$ cat config.mk
export PLATFORM = sky130hd
export DESIGN_NAME = cmp_frame_tracker
export DESIGN_NICKNAME = d
export VERILOG_FILES = /design/src/rtl/cmp_pkg.sv /design/src/rtl/cmp_pair.sv /design/src/rtl/cmp_frame_tracker.sv
export SDC_FILE = /design/constraint.sdc
export NUM_CORES = 1
export LEC_CHECK = 0
export ABC_AREA = 1
export ABC_CLOCK_PERIOD_IN_PS = 4200
export CORE_ASPECT_RATIO = 2
export CORE_MARGIN = 2
export CORE_UTILIZATION = 52
export CTS_BUF_LIST = sky130_fd_sc_hd__clkbuf_8
export CTS_CLUSTER_SIZE = 20
export DETAILED_ROUTE_END_ITERATION = 12
export PLACE_DENSITY = 0.74
export SYNTH_ARGS = -nofsm -noshare
export SYNTH_HDL_FRONTEND = slang
export SYNTH_HIERARCHICAL = 1
export SYNTH_SLANG_ARGS = --single-unit
export TNS_END_PERCENT = 5
$ cat constraint.sdc
create_clock -name clk -period 4.2 [get_ports clk]
set_input_delay 0.84 -clock clk [delete_from_list [all_inputs] [get_ports clk]]
set_output_delay 0.84 -clock clk [all_outputs]
set_load 0.02 [all_outputs]
$ cat src/rtl/cmp_pkg.sv
// Shared types for the frame-level magnitude comparator: FSM states and mode encoding.
package cmp_pkg;

  typedef enum logic [1:0] {
    IDLE = 2'd0,
    ACC  = 2'd1,
    DONE = 2'd2
  } state_t;

  localparam logic MODE_MAX = 1'b0;
  localparam logic MODE_MIN = 1'b1;

endpackage

$ cat src/rtl/cmp_pair.sv
// Combinational pair compare: greater/equal flags and the winning operand for max or min.
// On a tie the winner is operand a.
module cmp_pair
  import cmp_pkg::*;
#(
  parameter int WIDTH  = 8,
  parameter int SIGNED = 0
) (
  input  logic [WIDTH-1:0] a,
  input  logic [WIDTH-1:0] b,
  input  logic             mode,
  output logic             gt,
  output logic             eq,
  output logic [WIDTH-1:0] win
);

  logic lt_s;

  assign gt   = (SIGNED != 0) ? ($signed(a) > $signed(b)) : (a > b);
  assign eq   = (a == b);
  assign lt_s = ~gt & ~eq;
  // b only wins when strictly better, so ties resolve to a
  assign win  = (mode == MODE_MAX) ? (lt_s ? b : a) : (gt ? b : a);

endmodule

$ cat src/rtl/cmp_frame_tracker.sv
// Frame tracker: accepts (a,b) beats, keeps the running extreme and saturating
// beat/eq/gt counters, and presents one registered result per frame.
module cmp_frame_tracker
  import cmp_pkg::*;
#(
  parameter int WIDTH  = 8,
  parameter int CNT_W  = 8,
  parameter int SIGNED = 0
) (
  input  logic             clk,
  input  logic             rst_n,
  input  logic             in_valid,
  output logic             in_ready,
  input  logic [WIDTH-1:0] in_a,
  input  logic [WIDTH-1:0] in_b,
  input  logic             in_last,
  input  logic             mode,
  output logic             out_valid,
  input  logic             out_ready,
  output logic [WIDTH-1:0] out_ext,
  output logic [CNT_W-1:0] out_beats,
  output logic [CNT_W-1:0] out_eq,
  output logic [CNT_W-1:0] out_gt
);

  localparam logic [CNT_W-1:0] CNT_ONE  = {{(CNT_W-1){1'b0}}, 1'b1};
  localparam logic [CNT_W-1:0] CNT_ZERO = {CNT_W{1'b0}};

  function automatic logic [CNT_W-1:0] sat_inc(input logic [CNT_W-1:0] v, input logic en);
    if (en && (v != {CNT_W{1'b1}})) begin
      return v + CNT_ONE;
    end else begin
      return v;
    end
  endfunction

  state_t           state_r;
  logic             mode_r;
  logic [WIDTH-1:0] ext_r;
  logic [CNT_W-1:0] beats_r, eq_r, gt_r;
  logic             in_ready_r, out_valid_r;
  logic [WIDTH-1:0] out_ext_r;
  logic [CNT_W-1:0] out_beats_r, out_eq_r, out_gt_r;

  logic             first_s, accept_s, mode_eff_s;
  logic             pair_gt_s, pair_eq_s;
  logic [WIDTH-1:0] pair_win_s, keep_win_s, ext_nxt_s;
  logic             ext_gt_unused_s, ext_eq_unused_s;
  logic [CNT_W-1:0] beats_nxt_s, eq_nxt_s, gt_nxt_s;

  assign first_s    = (state_r == IDLE);
  assign accept_s   = in_valid & in_ready_r;
  assign mode_eff_s = first_s ? mode : mode_r;

  cmp_pair #(.WIDTH(WIDTH), .SIGNED(SIGNED)) u_pair (
    .a(in_a), .b(in_b), .mode(mode_eff_s),
    .gt(pair_gt_s), .eq(pair_eq_s), .win(pair_win_s)
  );

  // Running extreme on the a side so ties keep the stored value
  cmp_pair #(.WIDTH(WIDTH), .SIGNED(SIGNED)) u_ext (
    .a(ext_r), .b(pair_win_s), .mode(mode_eff_s),
    .gt(ext_gt_unused_s), .eq(ext_eq_unused_s), .win(keep_win_s)
  );

  // Next accumulator values for an accepted beat; the first beat restarts the frame
  always_comb begin
    ext_nxt_s   = keep_win_s;
    beats_nxt_s = sat_inc(beats_r, 1'b1);
    eq_nxt_s    = sat_inc(eq_r, pair_eq_s);
    gt_nxt_s    = sat_inc(gt_r, pair_gt_s);
    if (first_s) begin
      ext_nxt_s   = pair_win_s;
      beats_nxt_s = CNT_ONE;
      eq_nxt_s    = pair_eq_s ? CNT_ONE : CNT_ZERO;
      gt_nxt_s    = pair_gt_s ? CNT_ONE : CNT_ZERO;
    end else begin
      ext_nxt_s   = keep_win_s;
    end
  end

  // Frame FSM with accumulators and registered handshake/result outputs
  always_ff @(posedge clk) begin
    if (!rst_n) begin
      state_r     <= IDLE;
      mode_r      <= MODE_MAX;
      ext_r       <= {WIDTH{1'b0}};
      beats_r     <= CNT_ZERO;
      eq_r        <= CNT_ZERO;
      gt_r        <= CNT_ZERO;
      in_ready_r  <= 1'b0;
      out_valid_r <= 1'b0;
      out_ext_r   <= {WIDTH{1'b0}};
      out_beats_r <= CNT_ZERO;
      out_eq_r    <= CNT_ZERO;
      out_gt_r    <= CNT_ZERO;
    end else begin
      case (state_r)
        IDLE, ACC: begin
          in_ready_r <= 1'b1;
          if (accept_s) begin
            ext_r   <= ext_nxt_s;
            beats_r <= beats_nxt_s;
            eq_r    <= eq_nxt_s;
            gt_r    <= gt_nxt_s;
            if (first_s) begin
              mode_r <= mode;
            end
            if (in_last) begin
              state_r     <= DONE;
              in_ready_r  <= 1'b0;
              out_valid_r <= 1'b1;
              out_ext_r   <= ext_nxt_s;
              out_beats_r <= beats_nxt_s;
              out_eq_r    <= eq_nxt_s;
              out_gt_r    <= gt_nxt_s;
            end else begin
              state_r <= ACC;
            end
          end
        end
        DONE: begin
          if (out_ready) begin
            state_r     <= IDLE;
            out_valid_r <= 1'b0;
            in_ready_r  <= 1'b1;
          end
        end
        default: begin
          state_r     <= IDLE;
          out_valid_r <= 1'b0;
          in_ready_r  <= 1'b0;
        end
      endcase
    end
  end

  assign in_ready  = in_ready_r;
  assign out_valid = out_valid_r;
  assign out_ext   = out_ext_r;
  assign out_beats = out_beats_r;
  assign out_eq    = out_eq_r;
  assign out_gt    = out_gt_r;

endmodule

==> results summary <==
The number of rows created at floorplan is 47. In this run the most critical hold path is launched from mode_r. The worst ir drop on vdd came out at 0.157 mV. The initial antenna violation count came to 0. Entering global routing, the biggest net connects 66 pins. In the routed design, unresolved DRC markers number 0. In the final design database the tool counted 739 nets. The number of setup buffers added after CTS came out at 0. The maximum root-to-sink buffer count came out at 2. The cell family contributing the most delay on the critical path is simple AND/OR/NAND/NOR gates. The run finished with clean final reports. Setup repair after global routing left no endpoint under its margin. The sum of routed wire length over all layers came out at about 11000 µm. In this run the static leakage power is 2.38 nW. The total number of vias is 4467. The highest fanout seen on the critical path came out at 19. The final core area utilization came out at 63.8%. The required time of the critical path came out at 4470 ps.

The slowest library cell on the worst path is sky130_fd_sc_hd__clkdlybuf4s50_1. Setup slack on the worst reg-to-reg path comes out at 1230 ps. The final number of max-transition violations is 0. The number of violations reported at the end of detailed-routing iteration 0 is approximately 250.

The average wire per cell in the routed design came out at around 14 µm. The arrival time of data at the critical path endpoint came out at 4100 ps. The total overflow left after global routing is 0. The total routing usage reported by global routing is 25.1%. The number of cell instances on the worst register-to-register path is 16. The clock latency on the worst-skew pair is 350 ps. Derived from the worst setup path, the maximum achievable clock frequency is 0.261 GHz. The setup slack of the critical path after layout is about 370 ps. The first global-routing pass estimated 19300 µm of wire.

The overall die height came out at 135 µm. The synthesized netlist cell count is 640. Once detail routing completed, the nets flagged for antenna violations numbered 0. The final count of hold timing violations is 0. The endpoint of the worst-slack reg-to-reg timing path is out_ext[1].

The worst hold path endpoint is mode_r. The number of setup violations in the final report is 0. The share of the clock period used by the worst path after layout is 91.2%. The number of maximum-capacitance violations is 0. The worst setup path is launched from a primary input. The count of warnings emitted by yosys came out at 6.

The number of fillers in the final layout is about 800. The layout overhead on the synthesized area is 19.1%. For the pin with the worst max-slew slack, the measured transition is 1090 ps. The final setup skew is between 10 and 15 ps. In this run the mean area of a mapped cell was 6.94 µm². During I/O placement, the number of pins put on the boundary was 56.

The worst setup slack before clock tree synthesis is -35.4 ps. The signal on the critical path passes through clkdlybuf4s50_1 > inv_1 > ha_1 > nand2_2 > nor2_4 > nand4_4 > nand2_4 > nand2_1 > nand3_1 > nand2_1 > inv_1 > ha_1 > a21o_2 > nor2_8 > nand3_2 > nand2_1 > nand3_1 > nand2_1 > nand2_1 > a31oi_1. The area of the mapped netlist is 0.00444 mm².

The region available for standard cell placement spans 0.00829 mm². The number of buffers and inverters on the critical path came out at 3. The type of the setup path with the least slack is in2reg. The share of final-layout standard cells stronger than drive strength 1 is 12.2%. The CTS tree is built. The clock-pin slew of the registers on the worst-case setup and hold paths came out at 70 ps. The CTS sink count came out at 69. The tightest min-delay check is of the reg2reg type.

The synthesized net count is 681. The total power draw came out at 1.79 mW. The power density over the cells is approximately 340 mW/mm². Headroom to the max-slew limit came out at 27.0%. The final hold slack is 491 ps. The total CTS buffers is 9. Routability-driven placement finished with a final weighted congestion of ~0.85. The die footprint is approximately 0.0093 mm². The worst setup path is captured at a flip-flop. The biggest cell delay along the critical path is 450 ps. Among the stages of the critical path, the cell type that occurs most often is sky130_fd_sc_hd__nand2_1.

The half-perimeter wire length of the detailed placement result came out at around 8300 µm. The number of global-route vias before repair is 4371. The horizontal die dimension is around 69 µm. The maximum level of the CTS H-tree came out at 3. The antenna diode count came out at 0. The launch instance of the worst register-to-register path is state_r[1]. Counting instances, the worst hold path has a depth of 2. The final critical-path required period came out at between 3000 and 4000 ps. The starting utilization of the core area came out at 53.5%.

After detailed routing, the number of vias per cell comes to around 5.6. Clock tree synthesis selected as its root buffer the cell sky130_fd_sc_hd__clkbuf_8. The first-pass detailed-route iteration total came out at 5. During placement, the flow inserted port buffers numbering 55.
[metal layers]
| layer | up-vias | wire [µm] | track usage [%] | share of wire [%] |
|---|---|---|---|---|
| li1 | 2286 | - | - | - |
| met1 | 2043 | 4280 | 26.2 | 38 |
| met2 | 105 | 6250 | 47.0 | 55 |
| met3 | 33 | 366 | 2.91 | 3.2 |
| met4 | 0 | 503 | 14.9 | 4.4 |
| met5 | - | 0 | 0 | 0 |
[how the worst max path moves through the flow]
| stage | slack [ps] | cells after the start | start | end |
|---|---|---|---|---|
| 2_1_floorplan | 830 | 18 | in_b[7] | ext_r[0] |
| 3_3_place_gp | 70 | 20 | in_b[7] | out_ext[1] |
| 3_5_place_dp | -40 | 20 | in_b[6] | out_ext[1] |
| 4_1_cts | 330 | 20 | in_b[6] | out_ext[1] |
| 5_1_grt | 6 | 23 | in_b[6] | out_ext[2] |
| 6_report | 370 | 20 | in_b[6] | out_ext[1] |
[worst register-to-register path: stages, from the launching register on]
cell and delay [ps]:
sky130_fd_sc_hd__dfxtp_1 360, sky130_fd_sc_hd__nor2_2 260, sky130_fd_sc_hd__o21ai_1 120, sky130_fd_sc_hd__buf_4 180, sky130_fd_sc_hd__inv_1 220, sky130_fd_sc_hd__nand3_1 110
sky130_fd_sc_hd__nand2_1 130, sky130_fd_sc_hd__inv_1 70, sky130_fd_sc_hd__ha_1 300, sky130_fd_sc_hd__a21o_2 260, sky130_fd_sc_hd__nor2_8 150, sky130_fd_sc_hd__nand3_2 200
sky130_fd_sc_hd__nand2_1 110, sky130_fd_sc_hd__nand3_1 70, sky130_fd_sc_hd__nand2_1 80, sky130_fd_sc_hd__nand2_1 60, sky130_fd_sc_hd__a31oi_1 220
[cells in the final DEF, fill, tap and decap left out]
master,count
sky130_fd_sc_hd__nor2_4,5
sky130_fd_sc_hd__o211ai_1,5
sky130_fd_sc_hd__a31oi_1,17
sky130_fd_sc_hd__inv_1,79
sky130_fd_sc_hd__xnor2_1,2
sky130_fd_sc_hd__or2_2,3
sky130_fd_sc_hd__clkinv_2,2
sky130_fd_sc_hd__clkbuf_8,9
sky130_fd_sc_hd__o21ai_2,1
sky130_fd_sc_hd__a211oi_1,2
sky130_fd_sc_hd__nand2_4,6
sky130_fd_sc_hd__o21ai_0,58
sky130_fd_sc_hd__dfxtp_1,69
sky130_fd_sc_hd__ha_1,19
sky130_fd_sc_hd__bufinv_16,1
sky130_fd_sc_hd__nor2_2,4
sky130_fd_sc_hd__a21oi_1,45
sky130_fd_sc_hd__buf_2,1
sky130_fd_sc_hd__a31o_2,1
sky130_fd_sc_hd__o21ai_1,12
sky130_fd_sc_hd__nand4_1,23
sky130_fd_sc_hd__nand3b_1,1
sky130_fd_sc_hd__clkinv_4,2
sky130_fd_sc_hd__buf_4,22
sky130_fd_sc_hd__nor2_8,2
sky130_fd_sc_hd__nand3_4,1
sky130_fd_sc_hd__nand4_4,2
sky130_fd_sc_hd__nand3_1,83
sky130_fd_sc_hd__nand3_2,2
sky130_fd_sc_hd__nand4_2,3
sky130_fd_sc_hd__a21o_2,2
sky130_fd_sc_hd__a21oi_2,6
sky130_fd_sc_hd__nor2_1,19
sky130_fd_sc_hd__clkdlybuf4s50_1,54
sky130_fd_sc_hd__nand2_2,11
sky130_fd_sc_hd__nand2_1,129
[state kept, by name (all words and copies together), names as in the netlist]
register   flops
beats_r        8
eq_r           8
ext_r          8
gt_r           8
in_ready       1
mode_r         1
out_beats      8
out_eq         8
out_ext        8
out_gt         8
out_valid      1
state_r        2
[report_power, final]
group / switching, mW / internal (mW)
clock network: 0.254 / 0.267
registers: 0.0377 / 0.697
logic: 0.324 / 0.208
total: 0.616 / 1.17
[final cells by class]
class                      count  area, µm²  share of cell area (%)
clock inverter                 7       60.1                    1.14
multi-input combinational    464       2590                    49.1
clock buffer                   9        124                    2.34
inverter                      77        294                    5.56
tap                           98        123                    2.32
timing repair buffer          77        711                    13.4
sequential                    69       1380                    26.1
[what timing repair did]
action | 4_1_cts | 5_1_grt
gates resized for setup | 0 | 1
endpoints found under the setup margin | 0 | 3
hold buffers | 0 | 0
hold endpoints to repair | 0 | 0
[metrics by stage]
step	TNS [ps]	cells	area, µm²
finish	0	801	5290
global route	0	801	5290
CTS	0	801	5280
detailed placement	-102	785	5090
global placement	0	785	5090
floorplan	0	640	4440
Note: power is estimated with default switching activity, not from simulation.
==> variant, RTL diff (same settings) <==
`WIDTH` is set to 8 in 2 places; all go to 10.
--- a/src/rtl/cmp_pair.sv
+++ b/src/rtl/cmp_pair.sv
@@ -3,7 +3,7 @@
 module cmp_pair
   import cmp_pkg::*;
 #(
-  parameter int WIDTH  = 8,
+  parameter int WIDTH  = 10,
   parameter int SIGNED = 0
 ) (
   input  logic [WIDTH-1:0] a,
--- a/src/rtl/cmp_frame_tracker.sv
+++ b/src/rtl/cmp_frame_tracker.sv
@@ -3,7 +3,7 @@
 module cmp_frame_tracker
   import cmp_pkg::*;
 #(
-  parameter int WIDTH  = 8,
+  parameter int WIDTH  = 10,
   parameter int CNT_W  = 8,
   parameter int SIGNED = 0
 ) (
Ports: changed (resized in_a, in_b and out_ext); port bits go from 56 to 62. No check against the original RTL was run, so the function may have changed too.
==> variant against the unedited design <==
Wire length increased by 20%. Cell area increased by 17%. Hold slack got worse by 0.023 ns. Register-to-register slack got worse by 0.25 ns. Critical path depth increased by 3. Setup slack got worse by 0.25 ns. First-iteration DRC count increased by 78%. Global-route usage increased by 1.2 points. Power increased by 10%. Synthesized area increased by 12%. Sequential cell count increased by 4. Non-clock buffer count increased by 21. Maximum frequency decreased by 6.0%. Largest cell class unchanged. Largest power group unchanged.
==> variant: results (changes against the unedited design) <==
- 784 — net count after synthesis, was 681
- 0.245 GHz — maximum operating frequency, was 0.261 GHz
- finished, final reports clean — outcome, unchanged
- 0.179 mV — worst vdd rail ir drop, was 0.157 mV
- sky130_fd_sc_hd__clkbuf_8 — Root Driver, unchanged
- 5034 — via count of the first global-routing pass, was 4371
- 4.34 ns — endpoint arrival time on the critical path, was 4.10 ns
- 13700 um — Routed WL, was 11400 um
- 0.00277 uW — leakage power figure, was 0.00238 uW
- sky130_fd_sc_hd__clkdlybuf4s50_1 — Slowest-stage cell, CP, unchanged
- 10 — largest driver fanout on the critical path, was 19
- 61 — port buffer count, was 55
- 1.26 ns — transition time at the pin with the least slew margin, was 1.09 ns
- 18.5% — fraction of layout instances using a drive strength above 1, was 12.2%
- 0.45 ns — peak per-stage delay on the critical path, about the same
- 857 — total number of nets in the final design, was 739
- 815 — FILL cells, was 787
- 9360 um — dpl hpwl, was 8270 um
- 22100 um — global-route wire length before repair, was 19300 um
- 18 — FF-to-FF path depth, was 16
- mode_r — start point of the worst min-delay path, unchanged
- 0.468 ns — worst hold slack, was 0.491 ns
- 439 — Detailed Route Iter0 Violations, was 246
- 0.00572 sq mm — standard cell area after detailed placement, was 0.00509 sq mm
- 37.0% — fraction of power spent switching nets, was 34.4%
- 70 — largest net degree at the start of global routing, was 66
- 0.972 — RePlAce Congestion, was 0.848
- 3 — deepest level of the CTS H-tree, unchanged
- -0.332 ns — Post-Place Setup Slack, was -0.0354 ns
- out_ext[8] — capture instance of the worst register-to-register path, was out_ext[1]
- 2 — CTS max path bufs, unchanged
- 26.3% — aggregate global-route resource usage, was 25.1%
- 0.34 ns — insertion delay to the later sink of the worst-skew pair
- 0.98 ns — worst-case register-to-register setup slack, was 1.23 ns
- 0.0127 ns — Clock Skew, was 0.0105 ns
- 5.80 — Avg Vias per Cell, was 5.58
variant: metal layers:
layer	GRT usage, %	part of all wire (%)	vias to the layer above	wire length, um
met5	0	0	-	0
met4	18.0	5.3	0	732
met3	3.33	4.4	53	605
met2	46.7	53	180	7270
met1	27.6	37	2463	5090
li1	-	-	2609	-
variant: final cells by class:
type                    count  area share [%]
clock inverters             4           0.507
multi-input cells         530            50.6
clock buffers              10            2.23
inverters                  96            5.88
repair buffers             98            15.0
well taps                 104            2.11
flip-flops and latches     73            23.7
variant: power by group through the flow:
stage | clock network, uW | registers [uW] | logic (uW)
after global routing | 527 | 783 | 774
after global placement | 0 | 790 | 604
final | 484 | 777 | 705
after floorplan | 0 | 806 | 412
after detailed placement | 0 | 792 | 625
after CTS | 499 | 776 | 628
variant: through the flow:
stage	util, %	instances	TNS [ns]	power (uW)
3_5_place_dp	61.4	893	-5.79	1420
5_1_grt	66.2	915	-0.200	2080
2_1_floorplan	-	735	0	1220
4_1_cts	63.2	907	0	1900
6_report	66.2	915	0	1970
3_3_place_gp	61.4	893	-3.28	1390
variant: worst max path at each step:
stage | cells past startpoint | to | from
floorplan | 22 | ext_r[0] | in_b[9]
global placement | 26 | out_ext[9] | in_b[7]
detailed placement | 26 | out_ext[9] | in_b[9]
CTS | 26 | out_ext[9] | in_b[9]
global route | 26 | out_ext[9] | in_b[6]
finish | 23 | out_ext[8] | in_b[8]
variant: timing repair:
item,4_1_cts,5_1_grt
endpoints found under the setup margin,0,20
resized for setup,0,42
buffers inserted,0,5
